===== src/rtl/cv32e40p_multi_breakage_monitor.sv =====
// Multi-channel leaky-bucket breakage monitor: per-replica error counters with sticky
// broken flags, early warnings, software repair and an aggregate health state.

module cv32e40p_mbm_channel #(
    parameter int COUNT_BIT          = 8,
    parameter int INC_DEC_BIT        = 2,
    parameter int INCREMENT          = 2,
    parameter int DECREMENT          = 1,
    parameter int WARN_THRESHOLD     = 50,
    parameter int BREAKING_THRESHOLD = 100
) (
    input  logic clk_gated,
    input  logic rst_n,
    input  logic err,
    input  logic set_broken,
    input  logic clear,
    output logic broken,
    output logic warn,
    output logic broken_nxt
);
    localparam logic [INC_DEC_BIT-1:0] INC_C  = INC_DEC_BIT'(INCREMENT);
    localparam logic [INC_DEC_BIT-1:0] DEC_C  = INC_DEC_BIT'(DECREMENT);
    localparam logic [COUNT_BIT:0]     CMAX   = {1'b0, {COUNT_BIT{1'b1}}};
    localparam logic [COUNT_BIT-1:0]   BTH    = COUNT_BIT'(BREAKING_THRESHOLD);
    localparam logic [COUNT_BIT-1:0]   WTH    = COUNT_BIT'(WARN_THRESHOLD);

    logic [COUNT_BIT-1:0] count, count_nxt, step, inc_val, dec_val;
    logic [COUNT_BIT:0]   sum;
    logic                 warn_nxt;

    // Extra MSB on the sum catches overflow so the counter clamps instead of wrapping.
    assign sum     = {1'b0, count} + (COUNT_BIT+1)'(INC_C);
    assign inc_val = (sum > CMAX) ? {COUNT_BIT{1'b1}} : sum[COUNT_BIT-1:0];
    assign dec_val = (count > COUNT_BIT'(DEC_C)) ? count - COUNT_BIT'(DEC_C) : '0;
    assign step    = err ? inc_val : dec_val;

    always_comb begin
        count_nxt  = count;
        broken_nxt = broken;
        warn_nxt   = warn;
        if (set_broken) begin
            broken_nxt = 1'b1;
        end else if (clear) begin
            count_nxt  = '0;
            broken_nxt = 1'b0;
            warn_nxt   = 1'b0;
        end else if (!broken) begin
            count_nxt  = step;
            broken_nxt = (step > BTH);
            warn_nxt   = (step > WTH);
        end
    end

    always_ff @(posedge clk_gated or negedge rst_n) begin
        if (!rst_n) begin
            count  <= '0;
            broken <= 1'b0;
            warn   <= 1'b0;
        end else begin
            count  <= count_nxt;
            broken <= broken_nxt;
            warn   <= warn_nxt;
        end
    end
endmodule

module cv32e40p_multi_breakage_monitor #(
    parameter int N_CH               = 3,
    parameter int COUNT_BIT          = 8,
    parameter int INC_DEC_BIT        = 2,
    parameter int INCREMENT          = 2,
    parameter int DECREMENT          = 1,
    parameter int WARN_THRESHOLD     = 50,
    parameter int BREAKING_THRESHOLD = 100,
    parameter int MIN_ALIVE          = 2,
    parameter int NB_W               = $clog2(N_CH+1),
    parameter int IDX_W              = $clog2(N_CH) | 1
) (
    input  logic              clk_gated,
    input  logic              rst_n,
    input  logic [N_CH-1:0]   err_detected_i,
    input  logic [N_CH-1:0]   set_broken_i,
    input  logic [N_CH-1:0]   clear_i,
    output logic [N_CH-1:0]   is_broken_o,
    output logic [N_CH-1:0]   warn_o,
    output logic [NB_W-1:0]   n_broken_o,
    output logic [IDX_W-1:0]  first_broken_idx_o,
    output logic              first_broken_vld_o,
    output logic [1:0]        sys_state_o
);
    localparam logic [1:0] ST_NOMINAL  = 2'b00;
    localparam logic [1:0] ST_DEGRADED = 2'b01;
    localparam logic [1:0] ST_FAILED   = 2'b10;

    logic [N_CH-1:0]  broken_nxt;
    logic [IDX_W-1:0] first_nxt;
    logic [NB_W-1:0]  n_broken;

    for (genvar g = 0; g < N_CH; g++) begin : g_ch
        cv32e40p_mbm_channel #(
            .COUNT_BIT          (COUNT_BIT),
            .INC_DEC_BIT        (INC_DEC_BIT),
            .INCREMENT          (INCREMENT),
            .DECREMENT          (DECREMENT),
            .WARN_THRESHOLD     (WARN_THRESHOLD),
            .BREAKING_THRESHOLD (BREAKING_THRESHOLD)
        ) u_ch (
            .clk_gated  (clk_gated),
            .rst_n      (rst_n),
            .err        (err_detected_i[g]),
            .set_broken (set_broken_i[g]),
            .clear      (clear_i[g]),
            .broken     (is_broken_o[g]),
            .warn       (warn_o[g]),
            .broken_nxt (broken_nxt[g])
        );
    end

    always_comb begin
        n_broken = '0;
        for (int i = 0; i < N_CH; i++) n_broken = n_broken + NB_W'(is_broken_o[i]);
    end
    assign n_broken_o = n_broken;

    always_comb begin
        if (n_broken == '0)                     sys_state_o = ST_NOMINAL;
        else if ((N_CH - int'(n_broken)) < MIN_ALIVE) sys_state_o = ST_FAILED;
        else                                    sys_state_o = ST_DEGRADED;
    end

    // Descending scan so the lowest simultaneously-breaking index wins.
    always_comb begin
        first_nxt = '0;
        for (int i = N_CH-1; i >= 0; i--) if (broken_nxt[i]) first_nxt = IDX_W'(i);
    end

    always_ff @(posedge clk_gated or negedge rst_n) begin
        if (!rst_n) begin
            first_broken_vld_o <= 1'b0;
            first_broken_idx_o <= '0;
        end else if (broken_nxt == '0) begin
            first_broken_vld_o <= 1'b0;
            first_broken_idx_o <= '0;
        end else if (!first_broken_vld_o) begin
            first_broken_vld_o <= 1'b1;
            first_broken_idx_o <= first_nxt;
        end
    end
endmodule

===== config.mk =====
export PLATFORM = sky130hd
export DESIGN_NAME = cv32e40p_multi_breakage_monitor
export DESIGN_NICKNAME = d
export VERILOG_FILES = /design/src/rtl/cv32e40p_multi_breakage_monitor.sv
export SDC_FILE = /design/constraint.sdc
export NUM_CORES = 1
export LEC_CHECK = 0
export CAP_MARGIN = 20
export CORE_MARGIN = 3
export CORE_UTILIZATION = 35
export DETAILED_ROUTE_END_ITERATION = 10
export REMOVE_ABC_BUFFERS = 1
export SYNTH_ARGS = -nofsm -noshare
export SYNTH_HDL_FRONTEND = slang
export SYNTH_SLANG_ARGS = --single-unit

===== constraint.sdc =====
create_clock -name clk_gated -period 4.28 [get_ports clk_gated]
set_input_delay 0.428 -clock clk_gated [delete_from_list [all_inputs] [get_ports clk_gated]]
set_output_delay 0.428 -clock clk_gated [all_outputs]
set_load 0.05 [all_outputs]

-- Word level (Yosys, flattened, before mapping)
Index checks and enable logic that the tools add are counted.
- input bits: 11
- word-level logic and storage cells: 83
- output and inout bits: 14
- bits in registers: 34
- bitwise gates (word level): 3
- reductions and logical operators: 5
- muxes and demuxes: 38
- equal/unequal tests: 4
- add/sub/neg operators: 9
- order comparisons: 13
- operators by type and width (kind ; number):
    $mux 8 ; 15
    $add 8x2->9 const B ; 3
    $gt 9x8->1 const B ; 3
    $gt 8x1->1 const B ; 3
    $gt 8x6->1 const B ; 3
    $gt 8x7->1 const B ; 3
    $sub 8x1->8 const B ; 3
    $mux 1 ; 16
    $mux 3 ; 4
    $mux 2 ; 3
    $ne 2x2->1 const B ; 3
    $reduce_and 2->1 ; 3
    $logic_not 3->1 ; 1
    $lt 3x3->1 const B ; 1
    $not 1->1 ; 3
    $sub 2x2->3 const A ; 1
    $add 1x1->2 ; 1
    $add 2x1->2 ; 1
    $logic_not 2->1 ; 1
    $ne 2x1->1 const B ; 1

-- Logic depth before layout (Yosys ltp)
- depth in word-level cells: 13
- mapped depth: 11
- depth with buffers taken out: 10

-- Modules after synthesis
Synthesis repeated with hierarchy kept, for this count alone.
- cell total of the unflattened synthesis: 487
- area total of the unflattened synthesis: 3802.4 um^2
- modules (own cells, without submodules) (module ; seq. area each (um^2) ; cells an instance ; area each (um^2) ; times used):
    cv32e40p_mbm_channel ; 250.2 ; 157 ; 1213.7 ; 3
    cv32e40p_multi_breakage_monitor ; 75.1 ; 16 ; 161.4 ; 1

-- Worst setup path after synthesis
No wires, ideal clock.
- path kind: reg2reg
- from: reg g_ch[1].u_ch.count[1]
- to: reg first_broken_idx_o[0]
- setup time: 0.132 ns
- setup slack: 1.594 ns
- path buffers: 0
- period minus slack after synthesis: 2.686 ns
- cell stages (with the launch flop): 11
- data required time: 4.148 ns
- arrival time: 2.554 ns
- cell sequence: dfrtp_1 > inv_2 > ha_1 > or3b_1 > or4_1 > o21ai_1 > a211oi_2 > a311o_2 > mux2_2 > o31ai_1 > a21oi_1
- cells in the longest elaborated chain, start to end: 12
- elaborated cells between the ends (all ways): 17
- those cells by class: 2 x add/sub; 3 x order compare; 1 x eq/ne; 10 x mux; 1 x reduce/logical
- ends and longest elaborated chain (element ; line ; RTL):
    start: declaration ; 27 ; logic [COUNT_BIT-1:0] count, count_nxt, step, inc_val, dec_val;
    start signal: assignment ; 60 ; count <= count_nxt;
    $add 8x2->9 ; 32 ; assign sum = {1'b0, count} + (COUNT_BIT+1)'(INC_C);
    $gt 9x8->1 ; 33 ; assign inc_val = (sum > CMAX) ? {COUNT_BIT{1'b1}} : sum[COUNT_BIT-1:0];
    $mux 8 ; 33 ;
    $mux 8 * ; 35 ; assign step = err ? inc_val : dec_val;
    $gt 8x7->1 * ; 49 ; broken_nxt = (step > BTH);
    $mux 1 * ; 47 ; end else if (!broken) begin
    $mux 1 * ; 43 ; end else if (clear) begin
    $mux 1 * ; 41 ; if (set_broken) begin
    net g_ch[1].u_ch.broken_nxt ; 19 ; output logic broken_nxt
    $mux 3 (2 in a row) ; 134 ; for (int i = N_CH-1; i >= 0; i--) if (broken_nxt[i]) first_nxt = IDX_W'(i);
    $mux 3 ; 144 ; end else if (!first_broken_vld_o) begin
    $mux 3 ; 141 ; end else if (broken_nxt == '0) begin
    end signal: assignment ; 146 ; first_broken_idx_o <= first_nxt;
    end: declaration ; 87 ; output logic [IDX_W-1:0] first_broken_idx_o,
The timed path passes the listed nets; every way through them passes the cells marked *. The select of a mux whose other input is x is not followed.
A chain may end at the register's enable or synchronous reset.

-- Worst setup path in the final report
Same ends and word-level chain as after synthesis.

==> reports/results.txt <==
Status: completed
Clock power frac: 0.136
M1 wire length: 3.93 mm
Endpoints failing setup: 0
Drt first pass iters: 5
Post-synthesis register bit count: 33
Gp weighted congestion: 0.937
Critical path startpoint category: flop
Hpwl dp: 6.06 mm
Comb pwr share: 0.600
Clock H-tree levels: 2
Post-Route WL: 8.08 mm
CTS tree: yes
CTS Buf Count: 5
Maximum vdd drop: 422 µV
Critical Path RT: 4.43 ns
Synth cell types: 73
Worst Setup SP: g_ch[1].u_ch.count[1]
Pins Over Slew Limit: 0
Dpl ws: 1.36 ns
Pwr per Cell Area: 613 nW/µm²
Vias/cell: 5.87
GRT Total Usage: 0.163
Worst clock skew: 0.00360 ns
Routed Antenna Nets: 0
Crit end category: flop
Sequential Power Share: 0.264
Post-synth EDFFs: 0
Area contributors post-synth: dfrtp_1 26%, ha_1 7.0%, nand2_1 6.3%, nor2_1 4.4%, a21oi_1 3.7%
Final min period: 2.99 ns
Ys flop type: dfrtp_1
RSZ-0062 raised after global routing: false
# hold bufs at CTS: 0
Routed wl met2: 3.48 mm
Area delta synth->final: 10.2%
Cell taking the most area after synthesis: dfrtp_1
Tcrit/Tclk final: 0.699
I/O Pins: 25
Switching power: 1.06 mW
Initial antenna violation count: 0
Largest net degree at the start of global routing: 34
Post-CTS resize count: 0
R2r endpoint: first_broken_idx_o[0]
Leak: 1.42 nW
Slack of the critical path: 1.29 ns
Wire length of the first global-routing pass: 14.0 mm
Initial Utilization: 0.365
Via count: 3113
Final core occ: 0.402
Vias in the first global route: 2841
Area of the mapped netlist: 3230 µm²
Clock latency on the worst-skew pair: 0.27 ns
Most common cell after layout, fill and taps aside: nand2_1
Clk buf depth: 2
Remaining Overflow, GRT: 0
Seq/Total Area, Yosys: 0.256
Ys async rst share: 1.00
Routed wl met3: 568 µm
Worst EP arrival: 3.14 ns
Row count: 34
Die H: 102 µm
Switching portion of total power: 0.488
Syn_area_per_cell: 7.63 µm²
Max Clock Freq: 334 MHz
Synth warn: 0
CP Class: flop to flop
Clk root buf: clkbuf_8
Hold crit path type: flop to flop
Syn Inst Count: 423
Core area: 8850 µm²
Number of port buffers: 23
Drc violations: 0
Reg2reg path depth: 10
Top sig layer: met4
Synth top area share: 0.256
Fillers: 887
Worst-path clk slew: 0.07 ns
DR iter-0 viols: 266
Setup Fix Bufs, Post-CTS: 0
Setup_tns: 0 ns
Max-cap violation count: 0
Crit path capture: first_broken_idx_o[0]
Crit path max fanout: 8
Drt wl/cell: 15.2 µm
Nets: 451
Power Internal: 1.12 mW
Layout cells sized above 1: 0.0592
Inserted Diodes: 0
Final Hold Viols: 0
Die ar.: 10400 µm²
Final hold slack: 0.496 ns
Worst-margin pin slew: 0.815 ns
Clock Sinks: 33
Crit Reg-Reg Startpoint: g_ch[1].u_ch.count[1]
Most frequent cells in the layout: 54 x nand2_1, 38 x nor2_1, 33 x dfrtp_1
Slew HR: 0.455
R2R setup slack: 1.29 ns
Die X: 102 µm
[per-stage QoR]
stage | cells | total power [mW] | area, µm²
global route | 530 | 2.37 | 3560
finish | 530 | 2.18 | 3560
floorplan | 389 | 1.52 | 3060
CTS | 530 | 2.18 | 3560
detailed placement | 522 | 1.86 | 3440
global placement | 522 | 1.87 | 3440
[sequential cells by signal (all words and copies together), names as in the netlist]
signal	count
g_ch.u_ch.count	24
g_ch.u_ch.broken	3
g_ch.u_ch.warn	3
first_broken_idx_o	2
first_broken_vld_o	1
[how the worst min path moves through the flow]
stage,end,depth (start not counted),from
2_1_floorplan,first_broken_idx_o[0],0,rst_n
3_3_place_gp,g_ch[0].u_ch.warn,2,g_ch[0].u_ch.warn
3_5_place_dp,g_ch[2].u_ch.warn,2,g_ch[2].u_ch.warn
4_1_cts,g_ch[2].u_ch.warn,2,g_ch[2].u_ch.warn
5_1_grt,g_ch[2].u_ch.warn,2,g_ch[2].u_ch.warn
6_report,g_ch[2].u_ch.warn,2,g_ch[2].u_ch.warn
[power groups by stage]
stage | Sequential, mW | Clock [mW] | Combinational (mW)
finish | 0.576 | 0.297 | 1.31
global route | 0.599 | 0.331 | 1.44
CTS | 0.570 | 0.310 | 1.30
detailed placement | 0.575 | 0 | 1.29
global placement | 0.577 | 0 | 1.29
floorplan | 0.611 | 0 | 0.914
[layer usage]
layer,global-route usage,up-vias
met3,0.0307,10
met4,0.0383,0
met1,0.248,1452
li1,-,1525
met5,0,-
met2,0.238,126
[worst max-delay path, stage by stage (launching register included)]
cell      delay, ns
dfrtp_1        0.47
inv_2          0.16
ha_1           0.26
or3b_1         0.42
or4_1          0.47
o21ai_1        0.14
a211oi_2       0.10
a311o_2        0.43
mux2_2         0.27
o31ai_1        0.08
a21oi_1        0.06
[synth_stat cells, drive strengths merged, types with 3 or more instances]
cell type and count:
o31ai 6, a22oi 3, nand4 6, buf 17, a211oi 8, and2 3, nor3 10, xor2 4
o21ai 33, and4 3, nor2 38, nand2 54, o21a 3, o31a 4, or3 9, a22o 4
inv 19, a31oi 4, xnor2 10, and3 4, a21o 4, a21oi 24, o211ai 8, clkbuf 17
nor2b 6, a21boi 3, dfrtp 33, ha 18, o22ai 4, o21bai 3, or2 3, nand3 14
mux2 3
[final cells by class]
type | count | area, µm² | area share
Clock buffer | 7 | 86.3 | 0.0243
Clock inverter | 1 | 30.0 | 0.00844
Multi-Input combinational cell | 337 | 2160 | 0.608
Timing Repair Buffer | 25 | 245 | 0.0689
Sequential cell | 33 | 826 | 0.232
Tap cell | 108 | 135 | 0.0380
Inverter | 19 | 71.3 | 0.0200
[kinds of logic after synthesis]
family | Yosys count | share of synthesized area
compound gates | 134 | 0.287
xor+xnor | 14 | 0.0380
fa+ha+maj | 19 | 0.0759
buf+inv | 53 | 0.0744
flops | 33 | 0.256
mux | 5 | 0.0205
other cells | 1 | 0.00116
simple gates | 164 | 0.247
No activity file was read; power rests on OpenSTA's default activity.
